### config.mk
export PLATFORM = sky130hd
export DESIGN_NAME = bp_update_sched
export DESIGN_NICKNAME = d
export VERILOG_FILES = /design/src/rtl/bp_update_sched.sv
export SDC_FILE = /design/constraint.sdc
export NUM_CORES = 1
export LEC_CHECK = 0
export CORE_MARGIN = 2
export CORE_UTILIZATION = 58
export CTS_CLUSTER_SIZE = 40
export DETAILED_ROUTE_END_ITERATION = 6
export GPL_TIMING_DRIVEN = 0
export PLACE_DENSITY = 0.86
export SLEW_MARGIN = 20
export SYNTH_ARGS = -nofsm -noshare
export SYNTH_HDL_FRONTEND = slang
export SYNTH_SLANG_ARGS = --single-unit
### constraint.sdc
create_clock -name clk_i -period 9.1 [get_ports clk_i]
set_input_delay 1.82 -clock clk_i [delete_from_list [all_inputs] [get_ports clk_i]]
set_output_delay 1.82 -clock clk_i [all_outputs]
set_load 0.02 [all_outputs]
### src/rtl/bp_update_sched.sv
// Branch predictor update scheduler: queues up to two EX resolutions per cycle and
// issues them over one table write port, and walks all indices on a table flush.
// Optional feature: define BP_UPD_COALESCE_EN to merge same-index dual branch updates.
`timescale 1ns/1ps
module bp_update_sched #(
  parameter int BhtSize   = 16,
  parameter int FifoDepth = 4
) (
  input  logic        clk_i,
  input  logic        rst_ni,
  input  logic        pdt_en_cfg_i,
  input  logic [31:0] tbl_rst_val_i,
  input  logic        flush_req_i,
  input  logic [1:0]  ex_valid_i,
  input  logic [1:0]  ex_is_jal_i,
  input  logic [1:0]  ex_taken_i,
  input  logic [31:0] ex_pc0_i,
  input  logic [31:0] ex_pc1_i,
  input  logic [31:0] ex_target0_i,
  input  logic [31:0] ex_target1_i,
  input  logic        upd_ready_i,
  output logic        upd_valid_o,
  output logic        upd_init_o,
  output logic        upd_is_jal_o,
  output logic        upd_taken_o,
  output logic [31:0] upd_pc_o,
  output logic [31:0] upd_target_o,
  output logic        pdt_en_o,
  output logic        busy_o,
  output logic        flush_done_o,
  output logic [15:0] drop_cnt_o
);

  localparam int IdxW = $clog2(BhtSize);
  localparam int PtrW = $clog2(FifoDepth);

  typedef enum logic {IDLE, FLUSH} state_e;

  typedef struct packed {
    logic        is_jal;
    logic        taken;
    logic [31:0] pc;
    logic [31:0] target;
  } upd_entry_t;

  state_e            state_reg, state_next;
  logic [IdxW-1:0]   idx_reg, idx_next;
  logic              done_reg, done_next;
  logic [15:0]       drop_reg, drop_next;
  logic [PtrW-1:0]   rd_ptr_reg, rd_ptr_next;
  logic [PtrW-1:0]   wr_ptr_reg, wr_ptr_next;
  logic [PtrW:0]     cnt_reg, cnt_next;
  upd_entry_t        mem_reg [FifoDepth];

  upd_entry_t        slot0_entry, slot1_entry, first_entry;
  logic [1:0]        slot_vld;
  logic [1:0]        n_req, n_acc, n_drop;
  logic [PtrW:0]     free_slots;
  logic              enq_allow, pop, wr0_en, wr1_en;
  logic [PtrW-1:0]   wr_ptr_p1;
  logic [16:0]       drop_sum;

  assign slot0_entry = '{is_jal: ex_is_jal_i[0], taken: ex_taken_i[0],
                         pc: ex_pc0_i, target: ex_target0_i};
  assign slot1_entry = '{is_jal: ex_is_jal_i[1], taken: ex_taken_i[1],
                         pc: ex_pc1_i, target: ex_target1_i};

  always_comb begin
    slot_vld = ex_valid_i;
`ifdef BP_UPD_COALESCE_EN
    // Both branches hit the same predictor index: the younger outcome wins.
    if ((&ex_valid_i) && ~(|ex_is_jal_i) && (ex_pc0_i[IdxW:1] == ex_pc1_i[IdxW:1]))
      slot_vld = 2'b10;
`endif
  end

  // Space is judged on start-of-cycle occupancy; a concurrent pop does not help.
  assign n_req       = {1'b0, slot_vld[0]} + {1'b0, slot_vld[1]};
  assign free_slots  = (PtrW+1)'(FifoDepth) - cnt_reg;
  assign n_acc       = (free_slots >= (PtrW+1)'(n_req)) ? n_req : free_slots[1:0];
  assign n_drop      = n_req - n_acc;
  assign first_entry = slot_vld[0] ? slot0_entry : slot1_entry;

  assign enq_allow = (state_reg == IDLE) && !flush_req_i;
  assign pop       = (state_reg == IDLE) && (cnt_reg != '0) && upd_ready_i;
  assign wr0_en    = enq_allow && (n_acc != 2'd0);
  assign wr1_en    = enq_allow && (n_acc == 2'd2);
  assign wr_ptr_p1 = wr_ptr_reg + 1'b1;
  assign drop_sum  = {1'b0, drop_reg} + {15'd0, n_drop};

  always_ff @(posedge clk_i or negedge rst_ni) begin
    if (!rst_ni) begin
      state_reg  <= IDLE;
      idx_reg    <= '0;
      done_reg   <= 1'b0;
      drop_reg   <= '0;
      rd_ptr_reg <= '0;
      wr_ptr_reg <= '0;
      cnt_reg    <= '0;
    end else begin
      state_reg  <= state_next;
      idx_reg    <= idx_next;
      done_reg   <= done_next;
      drop_reg   <= drop_next;
      rd_ptr_reg <= rd_ptr_next;
      wr_ptr_reg <= wr_ptr_next;
      cnt_reg    <= cnt_next;
    end
  end

  // Storage is never reset; outputs are gated by occupancy instead.
  for (genvar gi = 0; gi < FifoDepth; gi++) begin : g_mem
    always_ff @(posedge clk_i) begin
      if (wr0_en && (wr_ptr_reg == PtrW'(gi)))
        mem_reg[gi] <= first_entry;
      else if (wr1_en && (wr_ptr_p1 == PtrW'(gi)))
        mem_reg[gi] <= slot1_entry;
    end
  end

  always_comb begin
    state_next  = state_reg;
    idx_next    = idx_reg;
    done_next   = 1'b0;
    drop_next   = drop_reg;
    rd_ptr_next = rd_ptr_reg;
    wr_ptr_next = wr_ptr_reg;
    cnt_next    = cnt_reg;
    case (state_reg)
      IDLE: begin
        if (flush_req_i) begin
          state_next  = FLUSH;
          idx_next    = '0;
          rd_ptr_next = '0;
          wr_ptr_next = '0;
          cnt_next    = '0;
        end else begin
          rd_ptr_next = rd_ptr_reg + PtrW'(pop);
          wr_ptr_next = wr_ptr_reg + PtrW'(n_acc);
          cnt_next    = cnt_reg - (PtrW+1)'(pop) + (PtrW+1)'(n_acc);
          drop_next   = drop_sum[16] ? 16'hFFFF : drop_sum[15:0];
        end
      end
      FLUSH: begin
        if (flush_req_i) begin
          idx_next = '0;
        end else if (upd_ready_i) begin
          if (idx_reg == IdxW'(BhtSize - 1)) begin
            state_next = IDLE;
            done_next  = 1'b1;
          end else begin
            idx_next = idx_reg + 1'b1;
          end
        end
      end
      default: state_next = IDLE;
    endcase
  end

  always_comb begin
    upd_valid_o  = 1'b0;
    upd_init_o   = 1'b0;
    upd_is_jal_o = 1'b0;
    upd_taken_o  = 1'b0;
    upd_pc_o     = '0;
    upd_target_o = '0;
    if (state_reg == FLUSH) begin
      upd_valid_o  = 1'b1;
      upd_init_o   = 1'b1;
      upd_pc_o     = 32'({idx_reg, 1'b0});
      upd_target_o = tbl_rst_val_i;
    end else if (cnt_reg != '0) begin
      upd_valid_o  = 1'b1;
      upd_is_jal_o = mem_reg[rd_ptr_reg].is_jal;
      upd_taken_o  = mem_reg[rd_ptr_reg].taken;
      upd_pc_o     = mem_reg[rd_ptr_reg].pc;
      upd_target_o = mem_reg[rd_ptr_reg].target;
    end
  end

  assign pdt_en_o     = pdt_en_cfg_i && (state_reg == IDLE);
  assign busy_o       = (state_reg == FLUSH);
  assign flush_done_o = done_reg;
  assign drop_cnt_o   = drop_reg;

endmodule

After elaboration in Yosys (flattened, before gate mapping)
Memory sizes are Yosys's and may differ from the RTL's.
Cells that the tools add are included.
{ "op_classes": {"n_addsub": 10, "n_lt_le_gt_ge": 1, "n_eq_ne": 11, "mux": 61, "bitwise": 6, "n_reduce_logical": 23} }
{ "op_table": {"columns": ["cell", "n"], "rows": [
  ["2-to-1 mux 66 bit", 7],
  ["OR reduction 66 bit", 2],
  ["2-to-1 mux 32 bit", 4],
  ["2-to-1 mux 1 bit", 37],
  ["adder 16 x 2 -> 17 bit", 1],
  ["2-to-1 mux 16 bit", 1],
  ["2-to-1 mux 4 bit", 4],
  ["logical AND 1 bit", 14],
  ["== test 2 bit (second input constant)", 5],
  ["2-to-1 mux 2 bit", 5],
  ["one-hot mux 4 bit (2 select lines)", 1],
  ["!= test 3 bit (second input constant)", 2],
  ["adder 4 x 1 -> 4 bit (second input constant)", 1],
  ["== test 2 x 1 -> 1 bit (second input constant)", 2],
  ["== test 4 bit (second input constant)", 1],
  ["zero test 2 bit", 2],
  ["OR 1 bit", 4],
  ["adder 3 x 2 -> 3 bit", 1],
  ["greater-or-equal comparator 3 x 2 -> 1 bit", 1],
  ["2-to-1 mux 3 bit", 1],
  ["AND reduction 3 bit", 1],
  ["nonzero test 3 bit", 1],
  ["subtractor 3 x 1 -> 3 bit", 1],
  ["subtractor 3 bit (first input constant)", 1],
  ["11 further kinds", 12]
]} }
{ "word_totals": {"register_bits": 29, "ramBits": 264, "in_bits": 171, "out_inout_bits": 87, "n_memories": 1} }
{ "mem_list": {"columns": ["name", "words", "word_bits", "rd", "rd_ports_with_merged_regs", "write_ports", "line", "text"], "rows": [
  ["mem_reg", 4, 66, 1, 0, 2, "53", "upd_entry_t mem_reg [FifoDepth];"]
]} }

Logic depth before layout (Yosys ltp)
Gate-level depths: netlist of the first run.
{ "logic_depth": {"depth_word": 12, "mapped_depth": 16, "mapped_depth_nobuf": 16} }

Least setup slack after synthesis of the first run
Ideal clock, no wire load.
{ "synth_path": {"kind": "in2reg", "start": "input port ex_valid_i[0]", "end": "memory mem_reg[0][0] (netlist name), enable pin", "setup_ns": 0.513, "arrival_ns": 6.410, "required_ns": 8.587, "path_slack_ns": 2.177, "stages": 7, "n_path_buf": 0, "cell_sequence": "ha_1 ha_1 nand2b_4 a21oi_4 nor3_1 a211o_1 o22ai_1"} }
{ "synth_lines": {"columns": ["element", "line", "text"], "rows": [
  ["start: declaration", "14", "input logic [1:0] ex_valid_i,"],
  ["end: declaration", "53", null]
]} }

Final worst setup path of the first run
{ "layout_path": {"start": "register cnt_reg[0]", "end": "output port upd_pc_o[3]"} }
{ "layout_via": {"elab_chain_cells": 3} }
{ "layout_lines": {"columns": ["element", "line", "text"], "rows": [
  ["start: declaration", "52", "logic [PtrW:0] cnt_reg, cnt_next;"],
  ["start signal: assignment", "107", "cnt_reg <= cnt_next;"],
  ["nonzero test 3 bit", "172", "end else if (cnt_reg != '0) begin"],
  ["2-to-1 mux 32 bit", "172", null],
  ["2-to-1 mux 32 bit", "167", "if (state_reg == FLUSH) begin"],
  ["end: declaration", "26", "output logic [31:0] upd_pc_o,"]
]} }
No other way between the ends.

==> flow_results.org, run 1 <==
** Timing
- Number of failing setup endpoints in the final timing report :: 0
- The total count of max-transition violations in the final report is 0.
- Unrepaired setup endpoints after global routing :: false
- At the pin with the least slew margin, the transition time is 0.970 ns.
- The count of final hold-check violations was 0.
- Period Utilization, post-route :: 0.632
- On the final layout, the worst hold slack is 0.505 ns.
- Largest clock skew in the final design :: 0.0157 ns
- Headroom to the max-slew limit came out at 0.353.
- Crit path time final :: 5.76 ns
- Upper clock frequency limit :: 174 MHz

** Pwr
- Across the VDD grid, the largest voltage drop is 151 uV.
- In this run the static leakage power is 6.79 nW.
- Overall power consumption after layout is estimated at 3.14 mW.
- Power spread over the standard cell area amounts to 161 nW/um2.

** Logic synthesis
- Mean instance size in the synthesized netlist :: 16.6 um2
- Number of cells produced by synthesis :: 910
- The number of nets in the synthesized netlist is 1097.
- The share of the Yosys chip area taken by registers is 0.573.
- Primary FF master, synth :: edfxtp_1
- Synth Register Bits :: 293
- The Yosys step of the flow raised 0 warnings.
- Yosys mapped the design onto 44 distinct sky130hd cell types.
- Number of flops mapped to enable cells by yosys :: 264
- Fraction of synthesis flops using an asynchronous set or reset pin :: 0.0990
- Synthesized area :: 15100 um2

** Setup path
- Across all register-to-register paths, the minimum setup slack is 4.78 ns.
- The worst setup path is captured at an output pin.
- Critical Path Start Type :: flop
- Worst Reg2Reg Path Length in Cells :: 16
- The worst register-to-register path ends at cnt_reg[2].
- CP Max Fanout :: 10
- Data arrival time of the worst path :: 3.94 ns
- The startpoint identified for the worst register-to-register timing path is cnt_reg[0].
- The worst setup path is of the flop to output pin kind.
- Worst EP required :: 7.28 ns

** Hold path
- Number of cells traversed by the worst hold path :: 1
- For hold timing, the worst endpoint is cnt_reg[2].
- The path class of the tightest hold or removal check is flop to flop.
- Critical hold path startpoint :: cnt_reg[2]

** Clock tree
- CTS H-tree depth :: 1
- CTS tree :: built
- Number of hold-repair buffers added at the cts stage :: 0
- The clock net in this run drives a total of 293 sinks.
- Clock-pin slew was measured on the worst setup and hold paths at 0.06 ns.
- The clock passes through at most 3 buffers.
- For the worst-skew pair, the clock arrives at the later sink with an insertion delay of 0.56 ns.
- The tree is rooted in a clkbuf_16.
- The number of setup buffers added after CTS is 0.
- The number of clock buffers added by TritonCTS is 31.
- Number of instances resized during post-cts repair :: 0

** Routing
- Total via count after detailed routing :: 9511
- Average via count per standard cell :: 6.04
- Dividing the detail-routed wire length by the instance count gives 24.1 um.
- ANT nets after route :: 0
- The first detailed-routing pass took 5 iterations.
- DRC violation total after the first TritonRoute iteration :: 748
- Final routed DRC violation total :: 0
- Aggregate routed wire length :: 37900 um

** Finish
- Measured on the finished design, the core utilization comes to 0.754.
- Max reg flops :: 264
- Post-route non-filler standard cell count :: 1574
- For this run, the post-layout net count is 1402.
- Compared with the post-synthesis result, the final layout area differs by 29.0%.
- Fraction of layout cells with a size suffix above 1 :: 0.247

** Die
- The initial utilization of the core area, before any placement, comes to 0.585.
- Total I/O pin count :: 258
- Area of the die :: 27300 um2
- Row generation in the floorplan step produced 59 rows.
- The floorplan step defined a core boundary enclosing 25800 um2.
- From left edge to right edge, the die measures 165 um.
- In this run the vertical extent of the chip is 165 um.

** GRT
- After global routing the overflow that remains totals 0.
- Via count of the first global-routing pass :: 9828
- Wire length of the first global-routing pass :: 56300 um
- The number of antenna violations at the first check in global routing is 2.
- Total Routing Usage GR :: 0.277
- Entering global routing, the biggest net connects 30 pins.

** Placement
- Number of input and output port buffers inserted :: 257
- Post-placement cell count :: 1517
- Routability-driven placement finished with a final weighted congestion of 0.824.
- DP Wirelength :: 25800 um

** Job
- Across the run, the number of max-cap violations was 0.

** Status
- Outcome :: completed
per-layer routing:
layer  share of wire  global-route usage  vias up
met4           0.037               0.101        0
li1                -                   -     4245
met5               0                   0        -
met2            0.51               0.469      366
met1            0.39               0.362     4813
met3           0.066              0.0477       87
report_power, final:
part | switching (mW) | internal (mW)
Sequential | 0.00819 | 1.48
Combinational | 0.187 | 0.231
Clock | 0.513 | 0.720
Total | 0.708 | 2.43
worst max path at each step:
stage,slack (ns),from,depth (start not counted),end
after floorplan,2.18,ex_valid_i[0],7,mem_reg[0][0]
after global placement,-1.36,ex_valid_i[0],8,mem_reg[0][50]
after detailed placement,3.19,ex_valid_i[0],15,drop_cnt_o[11]
after CTS,3.38,cnt_reg[0],8,upd_pc_o[3]
after global routing,3.27,cnt_reg[0],8,upd_pc_o[3]
final,3.34,cnt_reg[0],8,upd_pc_o[3]
cells in the final DEF (no fill, tap or decap), types with 3 or more instances in the layout:
cell type and instances:
clkdlybuf4s50_1 256, buf_2 17, mux4_2 66, mux2_1 131
xnor2_1 9, xor2_1 7, nor2_1 12, buf_1 7
and2_1 31, and4_1 4, buf_16 10, bufinv_16 3
nand2b_1 3, nand2_1 26, a22o_1 38, o21ai_0 7
buf_4 4, clkinv_2 6, nor2b_1 5, nand3_1 10
clkinv_1 6, mux2i_1 8, clkbuf_16 31, buf_12 3
ha_1 14, nor3_1 5, nand4_1 4, clkbuf_1 26
buf_6 16, dfrtp_1 29, mux2_2 133, inv_1 14
edfxtp_1 264
critical path, stage by stage (launching register included):
cell and delay, ns:
dfrtp_1 0.44, inv_1 0.11, ha_1 0.21, ha_1 0.24, nor2_1 0.28, clkbuf_1 0.65
buf_1 0.54, a22o_1 0.24, clkdlybuf4s50_1 0.66
cells by family (layout without fill, tap and decap cells):
kind of cell    count (synthesis)  in the layout  share of synthesized area
compound gates                 60             60                     0.0338
xor+xnor                       16             16                    0.00928
fa+ha+maj                      16             16                     0.0142
buf+inv                        77            404                     0.0294
flops                         293            293                      0.573
mux                           339            339                      0.302
other cells                     0              2                          0
simple gates                  109            109                     0.0389
through the flow:
stage | setup WS, ns | instance area (um2) | TNS, ns
after floorplan | 2.18 | 15100 | 0
after global placement | -1.36 | 18100 | -242.96
after detailed placement | 3.19 | 18500 | 0
after CTS | 3.38 | 19500 | 0
after global routing | 3.27 | 19500 | 0
final | 3.34 | 19500 | 0
cells in the mapped netlist (all sizes together) (3+ instances only):
cell | instances | area, um2
mux2 | 265 | 2990
edfxtp | 264 | 7930
ha | 14 | 175
and2 | 31 | 194
nand3 | 10 | 50.1
buf | 43 | 317
nand4 | 4 | 25.0
mux2i | 8 | 80.1
nor2b | 5 | 31.3
a22o | 38 | 333
o21ai | 7 | 35.0
xnor2 | 9 | 78.8
clkbuf | 20 | 75.1
mux4 | 66 | 1490
dfrtp | 29 | 726
inv | 14 | 52.6
xor2 | 7 | 61.3
nor2 | 14 | 52.6
nand2b | 4 | 32.5
and4 | 4 | 35.0
a21oi | 3 | 26.3
o31ai | 3 | 32.5
nor3 | 5 | 25.0
nand2 | 26 | 97.6
area by class of cell:
| class | instances | area [um2] |
|---|---|---|
| antenna | 2 | 5.00 |
| buffer | 63 | 392 |
| clock buffer | 39 | 826 |
| clock inverter | 16 | 150 |
| fill | 1562 | 6360 |
| inverter | 14 | 52.6 |
| multi-input combinational | 540 | 6050 |
| sequential | 293 | 8650 |
| tap | 335 | 419 |
| timing repair buffer | 272 | 2930 |
No activity file was read; power rests on OpenSTA's default activity.
==> run 2, diff against run 1 <==
Settings changed: CORE_UTILIZATION 58 to 54, PLACE_DENSITY 0.86 to 0.81.
Clock period 9.1 ns to 6 ns, I/O delays scaled along.
==> run 2 against run 1 <==
Combinational power up 51%. Total power up 54%. Critical path depth unchanged. Register-to-register slack worse by 3.0 ns. Sequential power up 52%. Hold slack worse by 0.013 ns. Sequential share of layout area down 0.26 points. Design area up 0.58%. Via count about the same. Largest cell class unchanged. Highest routed layer unchanged.
==> flow_results.org, run 2 (same netlist as run 1, synthesis figures left out) <==
** Finish
- Fraction of layout cells with a size suffix above 1 :: 0.249 (+0.00243)
- The flip-flop count of the largest register after layout was 264 (unchanged).
- Synthesis-to-layout area growth :: 29.7%
- Post-route cell area :: 19600 um2 (+0.58%)
- Total number of nets in the final design :: 1400 (-0.14%)
- Commonest non-fill, non-tap cell in the layout :: edfxtp_1
- Top library cells by usage in the layout, fill and taps aside :: edfxtp_1 (264), clkdlybuf4s50_1 (256), mux2_2 (133), mux2_1 (131), mux4_2 (66)

** Clock tree
- Buffer count from post-CTS setup fixing :: 0 (unchanged)
- Clk pin slew, worst setup/hold paths :: 0.07 ns (about the same)
- The depth of the CTS H-tree was 1 (unchanged).
- CTS tree :: built
- Number of hold-repair buffers added at the cts stage :: 0 (unchanged)
- The worst-case clock buffer depth was 3 (unchanged).
- The root buffer cell chosen for the clock tree is clkbuf_16.
- Number of instances resized during post-cts repair :: 0 (unchanged)
- Number of clock sinks :: 293 (unchanged)
- Number of buffers inserted during clock tree synthesis :: 30 (-3.2%)
- The clock network latency to the later pin of the worst-skew pair was 0.56 ns (about the same).

** Timing
- The smallest clock period supported by the final layout is computed as 5.02 ns.
- Upper clock frequency limit :: 199 MHz
- The setup total negative slack was 0 ns (unchanged).
- The actual slew at the worst max-slew pin was 0.890 ns (-0.0796 ns).
- Unrepaired setup endpoints after global routing :: false
- Relative slew margins :: 0.406 (+0.0531)
- The worst clock skew is 0.0111 ns (-0.00460 ns).
- The number of setup violations in the final report was 0 (unchanged).
- The slack of the critical path is 0.982 ns (-2.36 ns).
- The total count of max-transition violations in the final report came to 0 (unchanged).
- The count of final hold-check violations was 0 (unchanged).
- Dividing the final minimum period by the clock period gives 0.836.

** Pwr
- The switching share of total power came to 0.223 (-0.00219).
- The switching power summed over all nets was 1.08 mW (+53%).
- The share of power burned in the clock network was 0.404 (+0.012).
- The share of total power in combinational logic is 0.130 (-0.003).
- IR drop worst, VDD :: 208 uV (+38%)
- The power per standard cell area is 248 nW/um2 (+54%).
- The portion of total power attributed to sequential cells was 0.466 (-0.009).
- Static Leak :: 6.81 nW (+0.27%)
- Internal power consumption :: 3.77 mW (+55%)

** Placement
- The final weighted congestion in routability-driven placement came to 0.804 (-2.4%).
- Cell Area, Placed :: 18500 um2 (+0.24%)
- Worst setup slack after placement :: 0.696 ns (-2.49 ns)
- The total half-perimeter wirelength after legalization and detailed placement was 25700 um (-0.42%).
- The number of buffers inserted by port buffering was 257 (unchanged).

** Status
- The flow ran to the end, and the final reports show no timing, DRC or antenna violations.

** Hold path
- The tightest min-delay check is of the flop to flop type.
- Number of cells traversed by the worst hold path :: 2 (+1)
- For hold timing, the worst endpoint is cnt_reg[1].
- Critical hold path startpoint :: cnt_reg[1]

** Die
- Placement row count :: 61 (+3.4%)
- Area of the die :: 29300 um2 (+7.2%)
- The starting density of the core was 0.547 (-0.0379).
- Chip Width :: 171 um (+3.5%)
- Area of the core region :: 27600 um2 (+6.9%)
- Total I/O pin count :: 258 (unchanged)
- The die span in y came to 171 um (+3.5%).

** Routing
- The iteration-0 DRC count of the detailed router was 651 (-13%).
- The remaining routing DRC violations came to 0 (unchanged).
- Number of iterations in the first detailed-routing pass :: 5 (unchanged)
- The average routed wire per standard cell came to 23.0 um (-4.6%).
- The number of vias per cell was 5.87 (-2.8%).
- ANT nets after route :: 0 (unchanged)
- Aggregate routed wire length :: 37200 um (-1.9%)
- The number of vias after detailed routing was 9504 (-0.074%).

** Setup path
- STA classifies the critical path startpoint as a flop.
- Reg-to-reg slack, setup :: 1.81 ns (-2.97 ns)
- Slowest-stage cell, CP :: clkbuf_1
- The required time of the worst setup path is 4.80 ns (-2.48 ns).
- The critical path is of the flop to output pin type.
- CP Max Fanout :: 10 (unchanged)
- Crit-path leading delay family :: buffers and inverters
- Crit path cell chain :: inv_1 -> ha_1 -> ha_1 -> nor2_1 -> clkbuf_1 -> buf_1 -> a22o_1 -> clkdlybuf4s50_1
- The critical path data arrival time came to 3.82 ns (-0.12 ns).
- The worst register-to-register path ends at cnt_reg[2].
- STA classifies the critical path endpoint as an output pin.
- The worst path buffer plus inverter count came to 4 (unchanged).
- Worst Reg2Reg Path Length in Cells :: 16 (unchanged)
- The startpoint identified for the worst register-to-register timing path is cnt_reg[0].
- The largest incremental delay on the critical path came to 0.69 ns (+0.03 ns).
- Top cell by count, worst path :: ha_1

** GRT
- Via count of the first global-routing pass :: 9961 (+1.4%)
- Largest net degree at the start of global routing :: 30 (unchanged)
- The wire length of the first global-routing pass came to 57100 um (+1.4%).
- Global route overflow :: 0 (unchanged)
- Total Routing Usage GR :: 0.259 (-0.0182)
- Number of antenna violations at the first check in global routing :: 2 (unchanged)

** Job
- Maxcap violations :: 0 (unchanged)
[run 2: worst max-delay path by stage]
stage / startpoint / endpoint / cells after the start
after floorplan: ex_valid_i[0] / mem_reg[1][0] / 7
after global placement: ex_valid_i[0] / mem_reg[1][48] / 8
after detailed placement: ex_valid_i[0] / drop_cnt_o[5] / 15
after CTS: cnt_reg[0] / upd_pc_o[2] / 8
after global routing: cnt_reg[0] / upd_pc_o[2] / 8
final: cnt_reg[0] / upd_pc_o[2] / 8
[run 2: area by class of cell]
class	count	area, um2
Antenna cell	3	7.51
Buffer	63	392
Clock buffer	31	754
Clock inverter	25	288
Fill cell	1870	8040
Inverter	14	52.6
Multi-Input combinational cell	540	6050
Sequential cell	293	8650
Tap cell	378	473
Timing Repair Buffer	271	2920
[run 2: per-stage QoR]
step | hold WS (ns) | cells | power (mW) | utilization
after floorplan | 0.450 | 910 | 2.67 | -
after global placement | 0.471 | 1545 | 2.91 | 0.657
after detailed placement | 0.478 | 1559 | 2.93 | 0.671
after CTS | 0.493 | 1615 | 4.89 | 0.709
after global routing | 0.535 | 1617 | 5.03 | 0.709
final | 0.492 | 1618 | 4.86 | 0.709
[run 2: power by group through the flow]
| stage | registers, mW | clock network (mW) | logic [mW] |
|---|---|---|---|
| after detailed placement | 2.31 | 0 | 0.627 |
| final | 2.26 | 1.96 | 0.632 |
| after floorplan | 2.31 | 0 | 0.361 |
| after global placement | 2.30 | 0 | 0.606 |
| after CTS | 2.26 | 1.99 | 0.634 |
| after global routing | 2.26 | 2.07 | 0.690 |
[run 2: routing by layer]
metal | vias to the layer above | wire, um | track usage
met1 | 4804 | 15100 | 0.351
met2 | 364 | 18600 | 0.435
met3 | 77 | 2260 | 0.0354
met5 | - | 0 | 0
met4 | 0 | 1170 | 0.0836
li1 | 4259 | - | -
[run 2: worst min-delay path: stages (launching register included)]
cell and delay (ns):
dfrtp_1 0.35, nand2_1 0.05, o31ai_1 0.05
